`config.mk`:
```
export PLATFORM = sky130hd
export DESIGN_NAME = picomem_arbiter_2_1
export DESIGN_NICKNAME = d
export VERILOG_FILES = /design/src/rtl/picomem_arbiter_2_1.sv
export SDC_FILE = /design/constraint.sdc
export NUM_CORES = 1
export LEC_CHECK = 0
export ABC_AREA = 1
export BUFFER_PORTS_ARGS = -buffer_cell sky130_fd_sc_hd__buf_4
export CAP_MARGIN = 20
export CORE_AREA = 2 2 121 123
export CTS_CLUSTER_DIAMETER = 150
export DETAILED_ROUTE_END_ITERATION = 10
export DIE_AREA = 0 0 123 125
export MAX_ROUTING_LAYER = met4
export SETUP_SLACK_MARGIN = 0.02
export SYNTH_ARGS = -nofsm -noshare
export SYNTH_HDL_FRONTEND = slang
export SYNTH_SLANG_ARGS = --single-unit
```
`constraint.sdc`:
```
create_clock -name clk -period 1.5 [get_ports clk]
set_input_delay 0.15 -clock clk [delete_from_list [all_inputs] [get_ports clk]]
set_output_delay 0.15 -clock clk [all_outputs]
set_load 0.02 [all_outputs]
```
`src/rtl/picomem_arbiter_2_1.sv`:
```
// Two-master round-robin PicoMem arbiter with a slave watchdog.
// Grants whole transactions; answers ERR_RDATA if the slave stalls too long.
module picomem_arbiter_2_1 #(
  parameter logic [15:0] TIMEOUT   = 16'd1024,
  parameter logic [31:0] ERR_RDATA = 32'hDEAD_BEEF
) (
  input  logic        clk,
  input  logic        resetn,
  input  logic        m0_valid,
  output logic        m0_ready,
  input  logic [31:0] m0_addr,
  input  logic [31:0] m0_wdata,
  input  logic [3:0]  m0_wstrb,
  output logic [31:0] m0_rdata,
  input  logic        m1_valid,
  output logic        m1_ready,
  input  logic [31:0] m1_addr,
  input  logic [31:0] m1_wdata,
  input  logic [3:0]  m1_wstrb,
  output logic [31:0] m1_rdata,
  output logic        s_valid,
  input  logic        s_ready,
  output logic [31:0] s_addr,
  output logic [31:0] s_wdata,
  output logic [3:0]  s_wstrb,
  input  logic [31:0] s_rdata,
  output logic [1:0]  grant,
  output logic        timeout_err
);

  typedef enum logic [1:0] {
    IDLE  = 2'd0,
    BUSY0 = 2'd1,
    BUSY1 = 2'd2
  } state_e;

  state_e      state_q, state_d;
  logic        last_q, last_d;
  logic [15:0] cnt_q, cnt_d;

  logic        sel;
  logic        mv;
  logic        tmo;
  logic        rdy;
  logic [31:0] rd;

  always_ff @(posedge clk or negedge resetn) begin
    if (!resetn) begin
      state_q <= IDLE;
      last_q  <= 1'b1;
      cnt_q   <= 16'd0;
    end else begin
      state_q <= state_d;
      last_q  <= last_d;
      cnt_q   <= cnt_d;
    end
  end

  assign sel = (state_q == BUSY1);
  assign mv  = sel ? m1_valid : m0_valid;
  // s_ready in the expiry cycle wins over the watchdog
  assign tmo = (TIMEOUT != 16'd0) &&
               (cnt_q == TIMEOUT) && !s_ready;
  assign rdy = s_ready || tmo;
  assign rd  = tmo ? ERR_RDATA : s_rdata;

  always_comb begin
    state_d     = state_q;
    last_d      = last_q;
    cnt_d       = cnt_q;
    s_valid     = 1'b0;
    s_addr      = 32'd0;
    s_wdata     = 32'd0;
    s_wstrb     = 4'd0;
    m0_ready    = 1'b0;
    m1_ready    = 1'b0;
    m0_rdata    = 32'd0;
    m1_rdata    = 32'd0;
    grant       = 2'b00;
    timeout_err = 1'b0;
    unique case (state_q)
      IDLE: begin
        cnt_d = 16'd0;
        unique case (1'b1)
          m0_valid && (!m1_valid || last_q):
            state_d = BUSY0;
          m1_valid && (!m0_valid || !last_q):
            state_d = BUSY1;
          default: state_d = IDLE;
        endcase
      end
      BUSY0, BUSY1: begin
        grant       = {sel, !sel};
        s_valid     = mv && !tmo;
        s_addr      = sel ? m1_addr  : m0_addr;
        s_wdata     = sel ? m1_wdata : m0_wdata;
        s_wstrb     = sel ? m1_wstrb : m0_wstrb;
        timeout_err = tmo;
        if (sel) begin
          m1_ready = rdy;
          m1_rdata = rd;
        end else begin
          m0_ready = rdy;
          m0_rdata = rd;
        end
        if (rdy) begin
          state_d = IDLE;
          last_d  = sel;
        end else if (!mv) begin
          state_d = IDLE;
        end else if (cnt_q != 16'hFFFF) begin
          cnt_d = cnt_q + 16'd1;
        end
      end
      default: state_d = IDLE;
    endcase
  end

endmodule

```
==> impl_results.html <==
<table>
<tr><th>Metric</th><th>Value</th></tr>
<tr><th colspan="2">Die</th></tr>
<tr><td>X dimension of the die</td><td>123 um</td></tr>
<tr><td>Initial core utilization</td><td>21.06%</td></tr>
<tr><td>Number of placement rows</td><td>44</td></tr>
<tr><td>Core box area</td><td>14200 um2</td></tr>
<tr><td>Top-level I/O count</td><td>311</td></tr>
<tr><td>Vert. Die Dim</td><td>125 um</td></tr>
<tr><td>DIE AREA</td><td>15380 um2</td></tr>
<tr><th colspan="2">STA</th></tr>
<tr><td>Post-Route Skew</td><td>0.002588 ns</td></tr>
<tr><td>Setup WS post-layout</td><td>-0.3920 ns</td></tr>
<tr><td>Post-route clock period utilization</td><td>126.1%</td></tr>
<tr><td>Setup violations, final</td><td>155</td></tr>
<tr><td>Min Clock Period, post-route</td><td>1.892 ns</td></tr>
<tr><td>Hold WS</td><td>0.1799 ns</td></tr>
<tr><td>Final slew viol count</td><td>0</td></tr>
<tr><td>Unrepaired setup endpoints after global routing</td><td>true</td></tr>
<tr><td>Total Negative Setup Slacks</td><td>-50.12 ns</td></tr>
<tr><td>Final Hold Violating Endpoints</td><td>0</td></tr>
<tr><td>Slew headroom</td><td>83.18%</td></tr>
<tr><td>Fmax</td><td>528.5 MHz</td></tr>
<tr><td>Worst Max-Slew Pin Slew</td><td>0.2502 ns</td></tr>
<tr><th colspan="2">CTS</th></tr>
<tr><td>Clock root buffer</td><td>sky130_fd_sc_hd__clkbuf_16</td></tr>
<tr><td>Worst-skew pair later-pin latency</td><td>0.25 ns</td></tr>
<tr><td>Clock buffer depth</td><td>2</td></tr>
<tr><td>Clock tree from TritonCTS</td><td>built</td></tr>
<tr><td>Clock buffer count from CTS</td><td>3</td></tr>
<tr><td>Clock-pin transition on the worst setup and hold timing paths</td><td>0.06 ns</td></tr>
<tr><td>CTS sink cnt</td><td>19</td></tr>
<tr><td>Total number of H-tree levels</td><td>1</td></tr>
<tr><th colspan="2">Setup path</th></tr>
<tr><td>Worst setup path category</td><td>reg -&gt; out</td></tr>
<tr><td>Cell depth of the worst flop-to-flop path</td><td>11</td></tr>
<tr><td>Slowest CP cell</td><td>sky130_fd_sc_hd__dfrtp_1</td></tr>
<tr><td>Worst stage delay on the critical path</td><td>0.39 ns</td></tr>
<tr><td>Endpoint required time on the critical path</td><td>1.35 ns</td></tr>
<tr><td>Cell breakdown of the critical path</td><td>inv_2, ha_4, nand2_4, nor2_4, nand3_4, buf_12, nand2_2, inv_4, nor2_4, buf_6</td></tr>
<tr><td>CP max FO</td><td>17</td></tr>
<tr><td>Startpoint class of the critical path</td><td>register</td></tr>
<tr><td>Most common cell type on the critical path</td><td>sky130_fd_sc_hd__nor2_4</td></tr>
<tr><td>Arrival time of the worst setup path</td><td>1.74 ns</td></tr>
<tr><td>Kind of capture point of the worst setup path</td><td>output port</td></tr>
<tr><th colspan="2">Global route</th></tr>
<tr><td>Pin count of the biggest net entering global routing</td><td>29</td></tr>
<tr><td>First-pass GRT wire length</td><td>26530 um</td></tr>
<tr><td>Final global-route overflow total</td><td>0</td></tr>
<tr><td>Number of global-route vias before repair</td><td>5040</td></tr>
<tr><td>Tot GR Track Use</td><td>22.34%</td></tr>
<tr><td>Initial antenna violation count</td><td>0</td></tr>
<tr><th colspan="2">Placed design</th></tr>
<tr><td>Count of input and output buffers</td><td>310</td></tr>
<tr><td>Instance area after placement</td><td>7337 um2</td></tr>
<tr><td>Routability-driven placement congestion ratio</td><td>0.8895</td></tr>
<tr><td>Half-perimeter wire length after placement</td><td>13330 um</td></tr>
<tr><td>Worst setup slack before clock tree synthesis</td><td>-0.2120 ns</td></tr>
<tr><th colspan="2">Final layout</th></tr>
<tr><td>Fraction of final layout cells sized beyond drive strength 1</td><td>74.41%</td></tr>
<tr><td>Post-layout net count</td><td>1160</td></tr>
<tr><td>Most frequent cells in the layout</td><td>240 x sky130_fd_sc_hd__buf_4, 125 x sky130_fd_sc_hd__buf_6, 112 x sky130_fd_sc_hd__nand2_1, 97 x sky130_fd_sc_hd__nand2_2, 65 x sky130_fd_sc_hd__a21oi_4</td></tr>
<tr><td>Area overhead of the layout relative to synthesis</td><td>207.9%</td></tr>
<tr><td>Post-route design area</td><td>9213 um2</td></tr>
<tr><td>Number of antenna cells inserted</td><td>0</td></tr>
<tr><td>Leading cell type in the layout, fill and taps excluded</td><td>sky130_fd_sc_hd__buf_4</td></tr>
<tr><th colspan="2">Power</th></tr>
<tr><td>Static power due to leakage</td><td>4.316 nW</td></tr>
<tr><td>Maximum VDD drop</td><td>0.9014 mV</td></tr>
<tr><td>Ratio of total power to cell area</td><td>2070 nW/um2</td></tr>
<tr><td>Total Power Consumption</td><td>19.07 mW</td></tr>
<tr><th colspan="2">Run status</th></tr>
<tr><td>Run status</td><td>complete, but fails checks</td></tr>
<tr><td>Failing checks</td><td>negative setup slack</td></tr>
<tr><th colspan="2">Logic synthesis</th></tr>
<tr><td>Most area-consuming cells after synthesis</td><td>sky130_fd_sc_hd__nand2_1 29%, sky130_fd_sc_hd__dfrtp_1 15%, sky130_fd_sc_hd__a21oi_1 13%, sky130_fd_sc_hd__nor2_1 12%, sky130_fd_sc_hd__inv_1 8.3%</td></tr>
<tr><td>Count of yosys warnings during synthesis</td><td>0</td></tr>
<tr><td>Largest area contributor in the netlist</td><td>sky130_fd_sc_hd__nand2_1</td></tr>
<tr><td>Cells after synthesis</td><td>599</td></tr>
<tr><td>Distinct cells, synth</td><td>30</td></tr>
<tr><td>Most instantiated flip-flop cell in the synthesis netlist</td><td>sky130_fd_sc_hd__dfrtp_1</td></tr>
<tr><td>Number of enable-type register cells in the synthesized netlist</td><td>0</td></tr>
<tr><td>Synthesized flop and latch total</td><td>19</td></tr>
<tr><td>Area of the mapped netlist</td><td>2992 um2</td></tr>
<tr><td>Sequential cell area fraction in the yosys report</td><td>15.93%</td></tr>
<tr><td>Synth async-reset ratio</td><td>100.0%</td></tr>
<tr><td>Syn nets</td><td>777</td></tr>
<tr><td>Area share of the largest cell type after synthesis</td><td>29.49%</td></tr>
<tr><td>Average cell area after synthesis</td><td>4.994 um2</td></tr>
<tr><th colspan="2">Detailed routing</th></tr>
<tr><td>Starting DRT DRC Count</td><td>170</td></tr>
<tr><td>Count of antenna-violating nets left after detailed routing</td><td>0</td></tr>
<tr><td>Average via count per standard cell</td><td>4.555</td></tr>
<tr><td>Pre-Repair DR Iteration Count</td><td>4</td></tr>
<tr><td>Detailed Route WL</td><td>18540 um</td></tr>
<tr><td>Total via count in the routed design</td><td>5306</td></tr>
<tr><td>Number of DRC violations after detailed routing</td><td>0</td></tr>
<tr><td>Routed WL per cell</td><td>15.92 um</td></tr>
<tr><th colspan="2">Hold path</th></tr>
<tr><td>Worst min-delay path class</td><td>in -&gt; reg</td></tr>
<tr><td>Cell depth of the worst min-delay path</td><td>3</td></tr>
<tr><th colspan="2">Job</th></tr>
<tr><td>Number of maximum-capacitance violations</td><td>0</td></tr>
</table>
[what timing repair did]
action,in CTS,in global routing
hold buffers,1,0
pin swaps,12,32
cloned,8,9
buffers inserted,16,5
gates resized for setup,219,144
setup endpoints to repair,156,157
hold endpoints to repair,18,0
[cells in the mapped netlist, types with 2 or more instances]
master	n
sky130_fd_sc_hd__inv_1	66
sky130_fd_sc_hd__nand2_2	2
sky130_fd_sc_hd__o21a_1	2
sky130_fd_sc_hd__buf_6	4
sky130_fd_sc_hd__o21ai_0	7
sky130_fd_sc_hd__buf_2	11
sky130_fd_sc_hd__nor2_2	6
sky130_fd_sc_hd__nor3_1	3
sky130_fd_sc_hd__nand2_1	235
sky130_fd_sc_hd__clkbuf_1	21
sky130_fd_sc_hd__xor2_1	3
sky130_fd_sc_hd__nand4_1	4
sky130_fd_sc_hd__buf_4	2
sky130_fd_sc_hd__buf_1	3
sky130_fd_sc_hd__a21oi_1	78
sky130_fd_sc_hd__nor2_1	94
sky130_fd_sc_hd__nand3_1	24
sky130_fd_sc_hd__ha_1	5
sky130_fd_sc_hd__dfrtp_1	18
[critical path, delay by kind of cell (launching register included)]
family | cells | cell delay, ns
flops | 1 | 0.39
simple gates | 5 | 0.52
fa+ha+maj | 1 | 0.14
buf+inv | 4 | 0.43
[routing by layer]
metal	up-vias	wire length, um	track usage (%)
li1	2613	-	-
met1	2472	6974	25.96
met2	186	9968	40.85
met3	35	1213	3.011
met4	0	385	3.877
met5	-	0	-
[kinds of logic (layout without fill, tap and decap cells)]
logic type | Yosys count | in the layout | share of synthesized area, %
flip-flops | 19 | 19 | 15.93
AND/OR/NAND/NOR | 374 | 375 | 50.52
adder cells (fa/ha/maj) | 5 | 5 | 2.091
XOR/XNOR | 3 | 3 | 0.8785
buffers and inverters | 109 | 490 | 15.43
AO/OA/AOI/OAI | 89 | 89 | 15.14
[flip-flops by register name, indices dropped and copies added (netlist names)]
| signal | flops |
|---|---|
| cnt_q | 16 |
| state_q | 2 |
| last_q | 1 |
[where the power goes]
part           internal [mW]  switching (mW)
combinational           8.82            9.05
sequential             0.585          0.0423
clock                  0.362           0.208
[stage by stage]
step	cells	utilization, %
6_report	1165	64.86
5_1_grt	1165	64.86
4_1_cts	1153	59.67
3_5_place_dp	1124	51.66
3_3_place_gp	1124	51.66
2_1_floorplan	599	-
[cell type report]
| class | count | area [um2] |
|---|---|---|
| Multi-Input combinational cell | 472 | 3844 |
| Tap cell | 184 | 230.2 |
| Clock buffer | 4 | 78.83 |
| Sequential cell | 19 | 476.7 |
| Timing Repair Buffer | 417 | 4280 |
| Inverter | 68 | 294.0 |
| Fill cell | 1162 | 4991 |
| Timing Repair inverter | 1 | 8.758 |
[final timing paths]
| kind | startpoint | to | slack, ns |
|---|---|---|---|
| worst max-delay path | cnt_q[1] | m1_rdata[11] | -0.39 |
| worst min-delay path | m1_valid | state_q[1] | 0.18 |
| worst max register to register | cnt_q[1] | cnt_q[5] | -0.27 |
| max in group asynchronous | resetn | last_q | 0.93 |
| worst min register to register | last_q | state_q[1] | 0.62 |
| min in group asynchronous | resetn | cnt_q[9] | 0.31 |
(Power assumes the default switching activity.)
